===== config.mk =====
export PLATFORM = sky130hd
export DESIGN_NAME = wave_sequencer
export DESIGN_NICKNAME = d
export VERILOG_FILES = /design/src/rtl/wave_sequencer.sv
export SDC_FILE = /design/constraint.sdc
export NUM_CORES = 1
export LEC_CHECK = 0
export CAP_MARGIN = 15
export CORE_MARGIN = 4
export CORE_UTILIZATION = 35
export DETAILED_ROUTE_END_ITERATION = 10
export HOLD_SLACK_MARGIN = 0.05
export SKIP_LAST_GASP = 1
export SLEW_MARGIN = 20
export SYNTH_ARGS = -nofsm -noshare
export SYNTH_HDL_FRONTEND = slang
export SYNTH_SLANG_ARGS = --single-unit

===== constraint.sdc =====
create_clock -name clk -period 2.3 [get_ports clk]
set_clock_uncertainty 0.1 [all_clocks]
set_input_delay 0.575 -clock clk [delete_from_list [all_inputs] [get_ports clk]]
set_output_delay 0.575 -clock clk [all_outputs]
set_load 0.05 [all_outputs]

===== src/rtl/wave_sequencer.sv =====
// wave_sequencer: phase-accumulator playback of a 256-entry ROM
// with burst/continuous modes and a valid/ready sample port.
module wave_sequencer #(
  parameter int ACC_W = 16,
  parameter int CNT_W = 8
) (
  input  logic             clk,
  input  logic             n_reset,
  input  logic             start,
  input  logic             stop,
  input  logic [ACC_W-1:0] fcw,
  input  logic [CNT_W-1:0] burst_len,
  output logic [7:0]       rom_addr,
  input  logic [7:0]       rom_data,
  output logic [7:0]       sample,
  output logic             sample_valid,
  input  logic             sample_ready,
  output logic             sample_last,
  output logic             busy,
  output logic             done
);

  typedef enum logic [1:0] {
    IDLE,
    RUN,
    DRAIN
  } state_t;

  state_t           state;
  state_t           state_nxt;
  logic [ACC_W-1:0] phase;
  logic [ACC_W-1:0] fcw_q;
  logic [CNT_W-1:0] left;
  logic             cont;
  logic [ACC_W:0]   sum;
  logic             carry;
  logic             go;
  logic             step;
  logic             dec;
  logic             fin;

  assign sum      = {1'b0, phase} + {1'b0, fcw_q};
  assign carry    = sum[ACC_W];
  assign rom_addr = phase[ACC_W-1 -: 8];
  assign busy     = (state != IDLE);

  always_ff @(posedge clk or negedge n_reset) begin
    if (!n_reset) begin
      state <= IDLE;
    end else begin
      state <= state_nxt;
    end
  end

  // A start landing on the done pulse is dropped.
  always_comb begin
    state_nxt = state;
    go        = 1'b0;
    step      = 1'b0;
    dec       = 1'b0;
    fin       = 1'b0;
    unique case (state)
      IDLE: begin
        if (start && !done) begin
          go        = 1'b1;
          state_nxt = RUN;
        end
      end
      RUN: begin
        if (stop) begin
          state_nxt = DRAIN;
        end else if (!sample_valid || sample_ready) begin
          step = 1'b1;
          if (carry && !cont) begin
            dec = 1'b1;
            if (left == CNT_W'(1)) begin
              state_nxt = DRAIN;
            end
          end
        end
      end
      DRAIN: begin
        if (!sample_valid || sample_ready) begin
          fin       = 1'b1;
          state_nxt = IDLE;
        end
      end
      default: state_nxt = IDLE;
    endcase
  end

  always_ff @(posedge clk or negedge n_reset) begin
    if (!n_reset) begin
      phase        <= '0;
      fcw_q        <= '0;
      left         <= '0;
      cont         <= 1'b0;
      sample       <= 8'h00;
      sample_valid <= 1'b0;
      sample_last  <= 1'b0;
      done         <= 1'b0;
    end else begin
      done <= fin;
      unique case (1'b1)
        go: begin
          fcw_q <= fcw;
          left  <= burst_len;
          cont  <= (burst_len == '0);
          phase <= '0;
        end
        step: begin
          sample       <= rom_data;
          sample_valid <= 1'b1;
          phase        <= sum[ACC_W-1:0];
          sample_last  <= carry;
          if (dec) begin
            left <= left - 1'b1;
          end
        end
        fin: begin
          sample_valid <= 1'b0;
          sample_last  <= 1'b0;
        end
        default: ;
      endcase
    end
  end

endmodule


* Word level (Yosys, flattened, before mapping) *
Cells that the tools add are included.

storage, ports and cells
  register bits = 54
  bits in latches = 0
  bits in writable memories = 0
  bits in read-only memories = 0
  input port bits = 37
  output and inout bits = 20
  word-level logic and storage cells = 55
  memories = 0

cells by class
  add/sub/neg operators = 2
  $mul = 0
  divide/modulo/power cells = 0
  order comparisons = 0
  equality and inequality tests = 9
  shift-type cells = 0
  muxes and demuxes = 22
  bitwise logic cells = 0
  reductions and logical operators = 13

operator list
  cell                                               count
  one-hot mux 16 bit (2 select lines)                1
  adder 16 x 16 -> 17 bit                            1
  one-hot mux 8 bit (2 select lines)                 1
  two-way mux 2 bit                                  6
  two-way mux 1 bit                                  10
  != test 3 bit (second input constant)              3
  == test 8 x 1 -> 1 bit (second input constant)     1
  zero test 8 bit                                    1
  two-way mux 8 bit                                  1
  subtractor 8 x 1 -> 8 bit (second input constant)  1
  one-hot mux 2 bit (3 select lines)                 1
  nonzero test 2 bit                                 3
  AND reduction 5 bit                                1
  != test 2 bit (second input constant)              2
  one-hot mux 1 bit (2 select lines)                 2
  zero test 1 bit                                    3
  == test 2 x 1 -> 1 bit (second input constant)     1
  == test 2 bit (second input constant)              1
  logical AND 1 bit                                  2
  zero test 2 bit                                    1
  != test 2 x 1 -> 1 bit (second input constant)     1
  AND reduction 2 bit                                1
  logical OR 1 bit                                   1

* Longest topological paths before layout *
Gate-level depths: netlist of run 1.

  word-level depth = 8
  gate-level depth with buffers = 9
  depth with buffers taken out = 9

* Least setup slack after synthesis of run 1 *
No wires, ideal clock.

  path type = register to register
  from = register phase[0]
  to = register state[0]
  arrival = 2.247 ns
  setup slack = -0.166 ns
  stages on the path, launching flop included = 10
  period minus slack after synthesis = 2.466 ns
  path through = dfrtp_1 -> ha_1 -> inv_1 -> fa_1 -> nand2b_1 -> a211oi_1 -> o21ai_1 -> a221oi_4 -> a21oi_1 -> a31o_1

on the way
  word-level cells in the longest chain between the ends = 4

RTL lines
  element                               RTL line  text
  start: declaration                    31        logic [ACC_W-1:0] phase;
  start signal: assignment              114       phase <= sum[ACC_W-1:0];
  adder 16 x 16 -> 17 bit               42        assign sum = {1'b0, phase} + {1'b0, fcw_q};
  logical AND 1 bit                     74        if (carry && !cont) begin
  != test 3 bit (no source line)        --
  AND reduction 5 bit (no source line)  --
  end signal: assignment                51        state <= state_nxt;
  end: declaration                      29        state_t state;

Every way passes these cells.
A chain may end at the register's enable or synchronous reset.

* Worst setup path in the final report of run 1 *
  from = register phase[0]
  to = register left[3]

on the way
  word-level cells in the longest chain between the ends = 8

RTL lines
  element                                  RTL line  text
  adder 16 x 16 -> 17 bit                  42
  logical AND 1 bit                        74
  two-way mux 1 bit                        74
  two-way mux 1 bit                        72        end else if (!sample_valid || sample_ready) begin
  two-way mux 1 bit                        70        if (stop) begin
  two-way mux 1 bit                        62        unique case (state)
  != test 2 x 1 -> 1 bit (no source line)  --
  AND reduction 2 bit (no source line)     --
  end signal: assignment                   107       left <= burst_len;
  end signal: assignment                   117       left <= left - 1'b1;
  end: declaration                         33        logic [CNT_W-1:0] left;

Every way passes these cells.

==> summary.txt, run 1 <==
Synthesis
  • Synth Instances: 352
  • Post-synth EDFFs: 0
  • Synth Area in Compound Gates: 18.8%
  • Mean area per synthesized cell: 8.87 um2
  • Post-Synth Adder-Cell Area: 7.85%
  • XOR/XNOR share of the synthesized area: 3.08%
  • Simple-Gate Fraction of Synth Area: 21.7%
  • Ys async rst share: 100%
  • Synth warn: 0
  • Mux contribution to synthesized area: 0%
  • Post-Syn Area: 3120 um2
  • Ys flop type: dfrtp_1
  • Main combinational cell family by area after synthesis: simple AND/OR/NAND/NOR gates
  • Post-synthesis cell type count: 59
  • #FFs+latches synth: 54
  • Seq/Total Area, Yosys: 43.3%
  • Post-Syn Nets: 408

STA
  • Hold Fails Final Rpt: 0
  • Slew Viols, Final: 0
  • Slew headroom: 66.2%
  • WHS: 0.0944 ns
  • F_max: 0.412 GHz
  • Worst slew pin tran: 0.506 ns
  • RSZ-0062 raised after global routing: true
  • Period utilisation layout: 105%
  • Setup ws final: -0.124 ns
  • # setup viols final: 11
  • Minimum clock period: 2.42 ns

Power and ir drop
  • Peak VDD IR: 0.706 mV
  • Cell Pwr Density: 1260 nW/um2
  • Power Total: 5.49 mW
  • Static leakage: 2.09 nW

CTS
  • CTS buffer count: 5
  • CTS tree: built
  • Clk slew on worst S/H paths: 0.11 ns
  • Clk_lat worst skew: 0.32 ns
  • H-tree levels: 2
  • CTS root buffer: clkbuf_8
  • CTS sink cnt: 54
  • Deepest clock path buffer count: 2

GRT
  • GRT Util Overall: 15.9%
  • Pin count of the biggest net entering global routing: 36
  • First-pass GRT wire length: 13400 um
  • Grt ovf: 0
  • Initial antenna violation count: 0
  • Number of global-route vias before repair: 2885

Floorplanning
  • Row cnt: 34
  • Die Y: 102 um
  • Initial Util: 35.8%
  • Die Wd: 102 um
  • Die area: 10500 um2
  • Ports: 57
  • Std-Cell Core Area: 8720 um2

Placed design
  • Routability cong.: 0.849
  • Post-DP Area: 4080 um2
  • Dpl hpwl: 5710 um
  • Dpl ws: -0.169 ns
  • PortBufs: 56

Cells and area
  • Number of nets in the final layout: 497
  • Cell area after layout: 4360 um2
  • Antenna cells: 0
  • Fraction of layout cells with a size suffix above 1: 20.4%
  • Filler cell count: 824
  • Multi-input gate area: 1750 um2
  • Area delta synth->final: 39.6%
  • Sequential Area: 1350 um2

Critical path
  • WS Path Type: register to register
  • Crit-path max FO: 5
  • CP startpoint kind: register
  • Worst EP required: 2.47 ns
  • Worst EP arrival: 2.59 ns
  • Setup crit end kind: register

Routing
  • First DRT Iteration DRCs: 64
  • DRT Pass-1 Iters: 4
  • Residual DRC: 0
  • Post-route ant nets: 0
  • Vias post-DR: 2798
  • Vias per inst: 5.09
  • WL final: 7900 um
  • Per-cell routed wire length: 14.4 um

Outcome
  • Violated checks: setup timing
  • Status: complete, but fails checks

Job
  • Max-cap violations: 0

Hold path
  • Hold Crit Class: input port to async pin
## timing repair
action	in CTS	in global routing
endpoints found under the setup margin	13	20
pin swaps	6	12
buffers inserted	2	6
hold buffers	0	0
gates resized for setup	6	21
## per-stage QoR
step	setup TNS (ns)	instances	util [%]
3_3_place_gp	-1.67	534	46.8
4_1_cts	-0.876	544	48.3
2_1_floorplan	-0.0879	352	-
5_1_grt	-2.14	550	50.0
3_5_place_dp	-2.09	534	46.8
6_report	-1.03	550	50.0
## placed cells by master (no fill, tap or decap), types with 4 or more instances in the layout
| cell | instances |
|---|---|
| a21o_1 | 5 |
| a21oi_1 | 10 |
| buf_12 | 4 |
| buf_4 | 45 |
| clkbuf_8 | 5 |
| clkdlybuf4s50_1 | 50 |
| dfrtp_1 | 54 |
| ha_1 | 16 |
| inv_1 | 12 |
| nand2_1 | 89 |
| nand3_1 | 20 |
| nand4_1 | 6 |
| nor2_1 | 10 |
| nor3_1 | 6 |
| o21ai_0 | 14 |
| o21ai_1 | 7 |
| xnor2_1 | 8 |
## cells by family (layout without fill, tap and decap cells)
logic type / Yosys count / after routing
and+or+nand+nor: 152 / 152
adders and majority gates: 19 / 19
AOI/OAI and AO/OA: 80 / 80
buffers and inverters: 36 / 126
DFF: 54 / 54
xor gates and xnor gates: 11 / 11
## final cells by class
cell class,count,area share (%)
Multi-Input combinational cell,262,40.2
Timing Repair Buffer,104,22.3
Inverter,14,1.21
Tap cell,108,3.10
Clock buffer,5,1.58
Clock inverter,3,0.603
Sequential cell,54,31.0
## critical path, cell delays in order (launching register included)
cell      delay (ns)
dfrtp_1         0.37
ha_2            0.19
inv_2           0.04
fa_2            0.34
nand2b_4        0.16
a211oi_4        0.28
o21ai_4         0.10
a221o_1         0.38
o21ai_4         0.24
o211a_1         0.17
## registers in the layout, summed over array words and instances (netlist names)
| signal | cells |
|---|---|
| phase | 16 |
| cont | 1 |
| state | 2 |
| done | 1 |
| fcw_q | 16 |
| left | 8 |
| sample | 8 |
| sample_last | 1 |
| sample_valid | 1 |
## metal layers
metal | vias to the layer above | part of all wire, % | global-route usage [%]
li1 | 1401 | - | -
met1 | 1318 | 47 | 20.6
met2 | 68 | 46 | 26.3
met3 | 11 | 5.3 | 4.30
met4 | 0 | 1.6 | 4.34
met5 | - | 0 | 0
## path summary, 6_finish.rpt
| kind | start | slack (ns) | depth (start not counted) | to |
|---|---|---|---|---|
| worst min register to register | sample[2]$_DFFE_PN0P_ | 0.39 | 2 | sample[2]$_DFFE_PN0P_ |
| min in group clk | sample[2]$_DFFE_PN0P_ | 0.39 | 2 | sample[2]$_DFFE_PN0P_ |
| max in group asynchronous | n_reset | 1.43 | 2 | fcw_q[5]$_DFFE_PN0P_ |
| worst max-delay path | phase[0]$_DFFE_PN0P_ | -0.12 | 9 | left[3]$_DFFE_PN0P_ |
| worst min-delay path | n_reset | 0.09 | 1 | sample[3]$_DFFE_PN0P_ |
| worst max register to register | phase[0]$_DFFE_PN0P_ | -0.12 | 9 | left[3]$_DFFE_PN0P_ |
## synthesized netlist by cell type (all sizes together), types with 3 or more instances
library cell / number / area [um2]
nand2: 89 / 334
nand4: 6 / 37.5
nand2b: 4 / 25.0
a21o: 5 / 37.5
nor2: 12 / 47.6
xnor2: 8 / 70.1
o211a: 4 / 47.6
and3: 3 / 18.8
a21oi: 15 / 78.8
xor2: 3 / 26.3
ha: 18 / 225
inv: 14 / 52.6
a31oi: 3 / 18.8
clkbuf: 12 / 45.0
a211oi: 3 / 27.5
buf: 10 / 68.8
o21ai: 26 / 141
nand3: 20 / 100
nor3: 7 / 35.0
dfrtp: 54 / 1350
o32a: 3 / 30.0
## report_power, final
group | internal (mW) | switching [mW] | total (mW)
clock | 0.221 | 0.348 | 0.569
sequential | 1.33 | 0.278 | 1.61
combinational | 1.45 | 1.87 | 3.31
Note: power is estimated with default switching activity, not from simulation.
==> inputs of run 2 (changes only) <==
==> constraint.sdc (replaced) <==
create_clock -name clk -period 2.3 [get_ports clk]
set_clock_uncertainty 0.1 [all_clocks]
set_input_delay 0.575 -clock clk [delete_from_list [all_inputs] [get_ports clk]]
set_output_delay 0.575 -clock clk [all_outputs]
set_load 0.01 [all_outputs]
==> summary.txt, run 2 (synthesis gave the netlist of run 1 again) <==
Floorplanning
  • Initial Util: 35.8% (unchanged)
  • Die Wd: 102 um (unchanged)
  • Ports: 57 (unchanged)
  • Die area: 10500 um2 (unchanged)
  • Std-Cell Core Area: 8720 um2 (unchanged)
  • Row cnt: 34 (unchanged)
  • Die Y: 102 um (unchanged)

STA
  • Slew headroom: 67.5% (+1.4 points)
  • RSZ-0062 raised after global routing: true
  • WHS: 0.101 ns (+0.00705 ns)
  • Period utilisation layout: 105% (-0.30 points)
  • Hold Fails Final Rpt: 0 (unchanged)
  • Slew Viols, Final: 0 (unchanged)
  • F_max: 0.414 GHz (+0.29%)
  • Setup TNS: -0.844 ns (+0.182 ns)
  • # setup viols final: 10 (-1)
  • Minimum clock period: 2.42 ns (-0.00700 ns)
  • Worst slew pin tran: 0.487 ns (-0.0188 ns)
  • Setup ws final: -0.117 ns (+0.00700 ns)

CTS
  • Clk slew on worst S/H paths: 0.11 ns (about the same)
  • CTS buffer count: 5 (unchanged)
  • H-tree levels: 2 (unchanged)
  • CTS root buffer: clkbuf_8
  • Deepest clock path buffer count: 2 (unchanged)
  • CTS sink cnt: 54 (unchanged)
  • Clk_lat worst skew: 0.31 ns (about the same)
  • CTS tree: built

Routing
  • First DRT Iteration DRCs: 79 (+23%)
  • WL final: 7810 um (-1.1%)
  • Post-route ant nets: 0 (unchanged)
  • Vias post-DR: 2783 (-0.54%)
  • Vias per inst: 5.11 (+0.38%)
  • Residual DRC: 0 (unchanged)
  • DRT Pass-1 Iters: 4 (unchanged)
  • Per-cell routed wire length: 14.3 um (-0.23%)

Job
  • Max-cap violations: 0 (unchanged)

Cells and area
  • Commonest non-fill, non-tap cell in the layout: nand2_1
  • Cell area after layout: 4250 um2 (-2.5%)
  • Area delta synth->final: 36.1%
  • Commonest non-fill, non-tap cells in the layout: 89 x nand2_1, 55 x clkdlybuf4s50_1, 54 x dfrtp_1, 39 x buf_4, 20 x nand3_1
  • Final Util: 48.8% (-1.2 points)
  • Largest regs: fcw_q: 16 flops, phase: 16 flops
  • Antenna cells: 0 (unchanged)
  • Fraction of layout cells with a size suffix above 1: 17.6% (-2.7 points)
  • Layout Cells excl Fill: 545 (-0.91%)
  • Number of nets in the final layout: 492 (-1.0%)

Placed design
  • Dpl hpwl: 5740 um (+0.44%)
  • PortBufs: 56 (unchanged)
  • Placed Cells: 534 (unchanged)
  • Post-DP Area: 4080 um2 (+0.12%)
  • Routability cong.: 0.847 (-0.27%)

Critical path
  • Worst EP required: 2.41 ns (-0.06 ns)
  • Crit-path max FO: 7 (+2)
  • FF-to-FF setup slack: -0.12 ns (about the same)
  • Worst EP arrival: 2.53 ns (-0.06 ns)
  • Setup crit end kind: register
  • CP startpoint kind: register
  • WS Path Type: register to register

GRT
  • Pin count of the biggest net entering global routing: 36 (unchanged)
  • First-pass GRT wire length: 13300 um (-0.88%)
  • Initial antenna violation count: 0 (unchanged)
  • GRT Util Overall: 15.8% (-0.18 points)
  • Number of global-route vias before repair: 2839 (-1.6%)
  • Grt ovf: 0 (unchanged)

Power and ir drop
  • Static leakage: 2.00 nW (-4.4%)
  • Peak VDD IR: 0.479 mV (-32%)
  • Cell Pwr Density: 1170 nW/um2 (-7.0%)

Outcome
  • Violated checks: setup timing
  • Status: complete, but fails checks

Hold path
  • Hold Crit Class: input port to async pin
## run 2: final cells by class
type	count	area, um2
clock inverter	3	21.3
sequential	54	1350
timing repair buffer	99	928
tap	108	135
multi-input combinational	262	1690
fill	870	4470
clock buffer	5	68.8
inverter	14	52.6
## run 2: stage by stage
| stage | setup slack, ns | power, mW |
|---|---|---|
| global route | -0.190 | 5.46 |
| floorplan | -0.0421 | 3.26 |
| detailed placement | -0.204 | 4.37 |
| global placement | -0.197 | 4.33 |
| CTS | -0.125 | 5.00 |
| finish | -0.117 | 4.98 |
## run 2: critical path, stage by stage, from the launching register on
cell and delay, ns:
dfrtp_1 0.40, ha_4 0.16, inv_2 0.03, fa_2 0.33, nand2b_4 0.16, a211oi_4 0.27, o21ai_4 0.11, a221oi_4 0.31
buf_12 0.16, a21oi_2 0.06, a31o_1 0.22
## run 2: final timing paths
path | startpoint | to | depth (start not counted)
max | fcw_q[0]$_DFFE_PN0P_ | state[0]$_DFFE_PN0P_ | 10
min in group clk | sample[3]$_DFFE_PN0P_ | sample[3]$_DFFE_PN0P_ | 2
max reg2reg | fcw_q[0]$_DFFE_PN0P_ | state[0]$_DFFE_PN0P_ | 10
min | n_reset | sample[3]$_DFFE_PN0P_ | 1
min reg2reg | sample[3]$_DFFE_PN0P_ | sample[3]$_DFFE_PN0P_ | 2
max in group asynchronous | n_reset | phase[5]$_DFFE_PN0P_ | 2
## run 2: routing by layer
metal  track usage (%)  share of wire, %  vias to the layer above  wire length, um
met1              20.8                46                     1307             3590
li1                  -                 -                     1402                -
met4              4.04               1.2                        0               91
met5                 0                 0                        -                0
met3              4.23               6.7                        8              525
met2              25.6                46                       66             3600
## run 2: power breakdown
group | switching [mW] | internal (mW) | total, mW
sequential | 0.277 | 1.33 | 1.61
clock | 0.333 | 0.215 | 0.548
combinational | 1.43 | 1.39 | 2.82
## run 2: repair_timing
| item | in CTS | in global routing |
|---|---|---|
| gates cloned | 0 | 0 |
| hold buffers | 0 | 0 |
| gates resized for setup | 6 | 7 |
| setup buffers | 1 | 2 |
| endpoints found under the setup margin | 14 | 16 |
| pin swaps | 8 | 4 |
